File: src/rtl/unique_list_streamer.sv
// Reads the engine's unique list through a 1-cycle read port and streams it with last/sum/max.
// Two-deep skid FIFO plus in-flight credit keeps one beat per cycle and holds data under backpressure.
module unique_list_streamer #(
  parameter int buff_size = 128,
  parameter int word_size = 32,
  parameter int addr_w    = 7
) (
  input  logic                      clk,
  input  logic                      rst,
  input  logic                      start,
  input  logic [31:0]               count,
  output logic                      rd_en,
  output logic [addr_w-1:0]         rd_addr,
  input  logic [word_size-1:0]      rd_data,
  output logic [word_size-1:0]      out_data,
  output logic                      out_valid,
  input  logic                      out_ready,
  output logic                      out_last,
  output logic                      busy,
  output logic                      list_done,
  output logic [word_size+addr_w:0] sum,
  output logic [word_size-1:0]      max_val
);

  localparam int cw = addr_w + 1;

  typedef enum logic {st_idle, st_run} state_t;

  state_t               state, state_nxt;
  logic [cw-1:0]        cnt, rd_idx, out_idx, count_clamp;
  logic [1:0]           occ;
  logic                 inflight;
  logic [2:0]           credit_use;
  logic [word_size-1:0] fifo_mem [2];
  logic                 wr_ptr, rd_ptr;
  logic                 pop;
  logic [word_size-1:0] head;

  assign count_clamp = (count > 32'(buff_size)) ? cw'(buff_size) : count[cw-1:0];

  always_ff @(posedge clk or negedge rst) begin
    if (!rst) state <= st_idle;
    else      state <= state_nxt;
  end

  always_comb begin
    state_nxt  = state;
    head       = fifo_mem[rd_ptr];
    out_valid  = (occ != 2'd0);
    out_data   = out_valid ? head : '0;
    out_last   = out_valid && (out_idx == cnt - cw'(1));
    pop        = out_valid && out_ready;
    busy       = (state == st_run);
    // Entries already owed to the FIFO after this cycle's pop; a new read needs a free slot.
    credit_use = {1'b0, occ} + {2'b0, inflight} - {2'b0, pop};
    rd_en      = busy && (rd_idx < cnt) && (credit_use < 3'd2);
    rd_addr    = rd_idx[addr_w-1:0];
    case (state)
      st_idle: if (start && (count_clamp != '0)) state_nxt = st_run;
      st_run:  if (pop && out_last)              state_nxt = st_idle;
      default: state_nxt = st_idle;
    endcase
  end

  always_ff @(posedge clk or negedge rst) begin
    if (!rst) begin
      cnt         <= '0;
      rd_idx      <= '0;
      out_idx     <= '0;
      occ         <= '0;
      inflight    <= 1'b0;
      wr_ptr      <= 1'b0;
      rd_ptr      <= 1'b0;
      fifo_mem[0] <= '0;
      fifo_mem[1] <= '0;
      list_done   <= 1'b0;
      sum         <= '0;
      max_val     <= '0;
    end else begin
      list_done <= 1'b0;
      if (state == st_idle && start) begin
        cnt     <= count_clamp;
        rd_idx  <= '0;
        out_idx <= '0;
        sum     <= '0;
        max_val <= '0;
        if (count_clamp == '0) list_done <= 1'b1;
      end
      inflight <= rd_en;
      if (rd_en) rd_idx <= rd_idx + cw'(1);
      if (inflight) begin
        fifo_mem[wr_ptr] <= rd_data;
        wr_ptr           <= ~wr_ptr;
      end
      if (pop) begin
        rd_ptr  <= ~rd_ptr;
        out_idx <= out_idx + cw'(1);
        sum     <= sum + {{cw{1'b0}}, head};
        if (head > max_val) max_val <= head;
        if (out_last) list_done <= 1'b1;
      end
      occ <= occ + {1'b0, inflight} - {1'b0, pop};
    end
  end

endmodule

File: config.mk
export PLATFORM = sky130hd
export DESIGN_NAME = unique_list_streamer
export DESIGN_NICKNAME = d
export VERILOG_FILES = /design/src/rtl/unique_list_streamer.sv
export SDC_FILE = /design/constraint.sdc
export NUM_CORES = 1
export LEC_CHECK = 0
export ABC_AREA = 1
export BUFFER_PORTS_ARGS = -buffer_cell sky130_fd_sc_hd__buf_2
export CAP_MARGIN = 20
export CORE_MARGIN = 2
export CORE_UTILIZATION = 40
export CTS_BUF_LIST = sky130_fd_sc_hd__clkbuf_16
export CTS_CLUSTER_SIZE = 12
export DETAILED_ROUTE_END_ITERATION = 6
export SYNTH_ARGS = -nofsm -noshare
export SYNTH_HDL_FRONTEND = slang
export SYNTH_SLANG_ARGS = --single-unit
File: constraint.sdc
create_clock -name clk -period 4.12 [get_ports clk]
set_input_delay 0.618 -clock clk [delete_from_list [all_inputs] [get_ports clk]]
set_output_delay 0.618 -clock clk [all_outputs]
set_load 0.005 [all_outputs]
==> flow_metrics.py <==
metrics = {
    "clocking": {
        "cts_tree": "done",
        "cts_setup_buffers": 0,
        "cts_buffers": 17,
        "clkTransAtPathRegs_ns": 0.07,
        "cts_sinks": 167,
        "clock_latency_ns": 0.44,
        "clock_tree.buffer_depth": 2,
        "root_buffer": "clkbuf_16",
        "htree_levels": 4,
        "cts-resized-gates": 0,
        "ctsHoldBuffers": 0,
    },
    "worst_setup_path": {
        "cp.arrival_ns": 3.20,
        "cp_slowest_cell": "fa_1",
        "cp-end-kind": "output port",
        "cp.required_ns": 3.50,
        "cp_top_family": "adder cells",
        "critPathLaunchType": "flip-flop",
        "worstSetupPathType": "reg2out",
        "path_buf_inv": 5,
        "crit_path_max_incr_delay_ns": 0.51,
        "worstPathMaxFanout": 10,
        "cp_cell_sequence": "or2_1, nand2_4, inv_4, ha_1, inv_1, ha_1, inv_1, fa_1, nand2_1, a2111oi_1, nand2_2, inv_2, buf_2",
    },
    "global_route": {
        "grt_pass1_vias": 10100,
        "grt-ovfl-total": 0,
        "grt_max_degree": 73,
        "antenna_found_initial": 0,
        "grt_pass1_wl_um": 53900,
        "grt_usage_pct": 22.5,
    },
    "routing": {
        "drtAntennaViolNets": 0,
        "drc": 0,
        "num_vias": 10800,
        "dr.pass1.iters": 5,
        "wl_per_cell_um": 15.1,
        "drt_iter0_markers": 649,
        "viasPerCell": 4.84,
        "routed_wl_um": 33800,
    },
    "timing": {
        "finalCritPeriodShare_pct": 92.6,
        "slew_viol_final": 0,
        "clock-skew-final_ns": 0.0132,
        "tightest_slew_ns": 0.895,
        "fmax_mhz": 262,
        "grt_setup_unrepaired": "no",
        "relSlewSlack_pct": 40.3,
        "final-setup-viol-count": 0,
        "min_period_ns": 3.82,
        "tns_ns": 0,
        "final_hold_viol_count": 0,
    },
    "floorplan": {
        "fp-row-count": 62,
        "core_area_mm2": 0.0285,
        "start_util_pct": 40.4,
        "die_w_um": 174,
        "die-height_um": 174,
        "num_io_pins": 184,
        "dieArea_mm2": 0.0301,
    },
    "worst_hold_path": {
        "hp-class": "in2async",
    },
    "layout": {
        "diodes": 0,
        "seq_area_mm2": 0.00418,
        "fillers": 2969,
        "multi_input_area_mm2": 0.00608,
        "layout-drive-gt1-share_pct": 15.6,
        "design_area_mm2": 0.0134,
        "area_delta_synth_final_pct": 16.5,
        "final_nets": 1980,
    },
    "flow_run": {
        "drv_cap": 0,
    },
    "synthesis": {
        "synth_top_area_cell": "dfrtp_1",
        "async_flop_share_pct": 100,
        "yosysMostFrequentCell": "nand2_1",
        "synth_seq_area_share_pct": 36.3,
        "netlist-cell-type-count": 44,
        "synth_seq_cells": 167,
        "synth_edf_count": 0,
        "yosysTopAreaCellShare_pct": 36.3,
        "synth_commonest_cells": "519 x nand2_1, 250 x inv_1, 168 x nor2_1",
        "synthCells": 1675,
        "synth.avg_cell_area_um2": 6.86,
        "syn_nets": 1821,
        "ys.flop_type": "dfrtp_1",
        "yosys-top-cells-area": "dfrtp_1 36%, nand2_1 17%, ha_1 8.3%, inv_1 8.2%, o21ai_0 5.9%",
        "yosys_warnings": 0,
        "syn_area_mm2": 0.0115,
    },
    "status": {
        "status": "completed",
    },
    "placed_design": {
        "dpl.hpwl_um": 25800,
        "numPortBuffers": 183,
        "dpl-instance-area_mm2": 0.0127,
        "place_congestion": 0.942,
    },
}
==> cells by family (layout without fill, tap and decap cells) <==
family                   count (synthesis)  count (layout)  synth area share (%)
adder cells (fa/ha/maj)                 78              78                  8.62
AND/OR/NAND/NOR                        879             879                  32.2
XOR/XNOR                                29              29                  2.21
buffers and inverters                  309             481                  10.8
flip-flops                             167             167                  36.3
multiplexers                             2               2                 0.174
AO/OA/AOI/OAI                          211             211                  9.66
==> state kept, by name (all words and copies together), names as in the netlist <==
name and flops:
inflight 1, rd_ptr 1, rd_idx 8, busy 1
wr_ptr 1, sum 40, occ 2, out_idx 8
max_val 32, list_done 1, fifo_mem 64, cnt 8
==> layout make-up <==
| cell class | instances | area share, % |
|---|---|---|
| clock inverters | 15 | 1.55 |
| flip-flops and latches | 167 | 31.2 |
| multi-input cells | 1199 | 45.4 |
| repair buffers | 196 | 7.98 |
| clock buffers | 17 | 3.17 |
| inverters | 253 | 7.11 |
| well taps | 384 | 3.59 |
==> cell usage in the layout (no fill, tap or decap), types with 35 or more instances in the layout <==
cell type,Yosys,layout
o21ai_0,136,136
or2_2,35,35
nand2_1,519,518
inv_1,250,250
buf_2,15,182
dfrtp_1,167,167
nand3_1,101,101
nor2_1,168,168
a21oi_1,50,50
ha_1,76,76
==> path summary, 6_finish.rpt <==
kind | to | cells after the start | startpoint | slack, ns
worst max-delay path | rd_en | 13 | occ[1] | 0.30
worst min-delay path | sum[0] | 1 | rst | 0.17
worst max register to register | sum[24] | 16 | rd_ptr | 0.66
worst min register to register | fifo_mem[2] | 2 | fifo_mem[2] | 0.48
max in group asynchronous | out_idx[1] | 2 | rst | 3.06
min in group clk | cnt[4] | 3 | count[4] | 0.43
==> metrics by stage <==
| step | util, % | hold WS (ns) | instances | setup slack, ns |
|---|---|---|---|---|
| detailed placement | 44.6 | 0.465 | 2194 | 0.659 |
| CTS | 46.8 | 0.210 | 2226 | 0.182 |
| global placement | 44.6 | 0.457 | 2194 | 0.705 |
| finish | 47.1 | 0.172 | 2231 | 0.303 |
| floorplan | - | 0.322 | 1675 | 0.696 |
| global route | 47.1 | 0.228 | 2231 | 0.124 |
==> per-layer routing <==
layer	vias up	routed length, um	GRT usage, %
met2	257	14900	34.8
met5	-	0	0
met4	0	834	7.38
li1	5562	-	-
met1	4944	16400	32.1
met3	40	1610	3.57
Power is left out: the tool's default activity adds up to more than one toggle a clock period on the data nets, which glitch-free logic cannot reach.
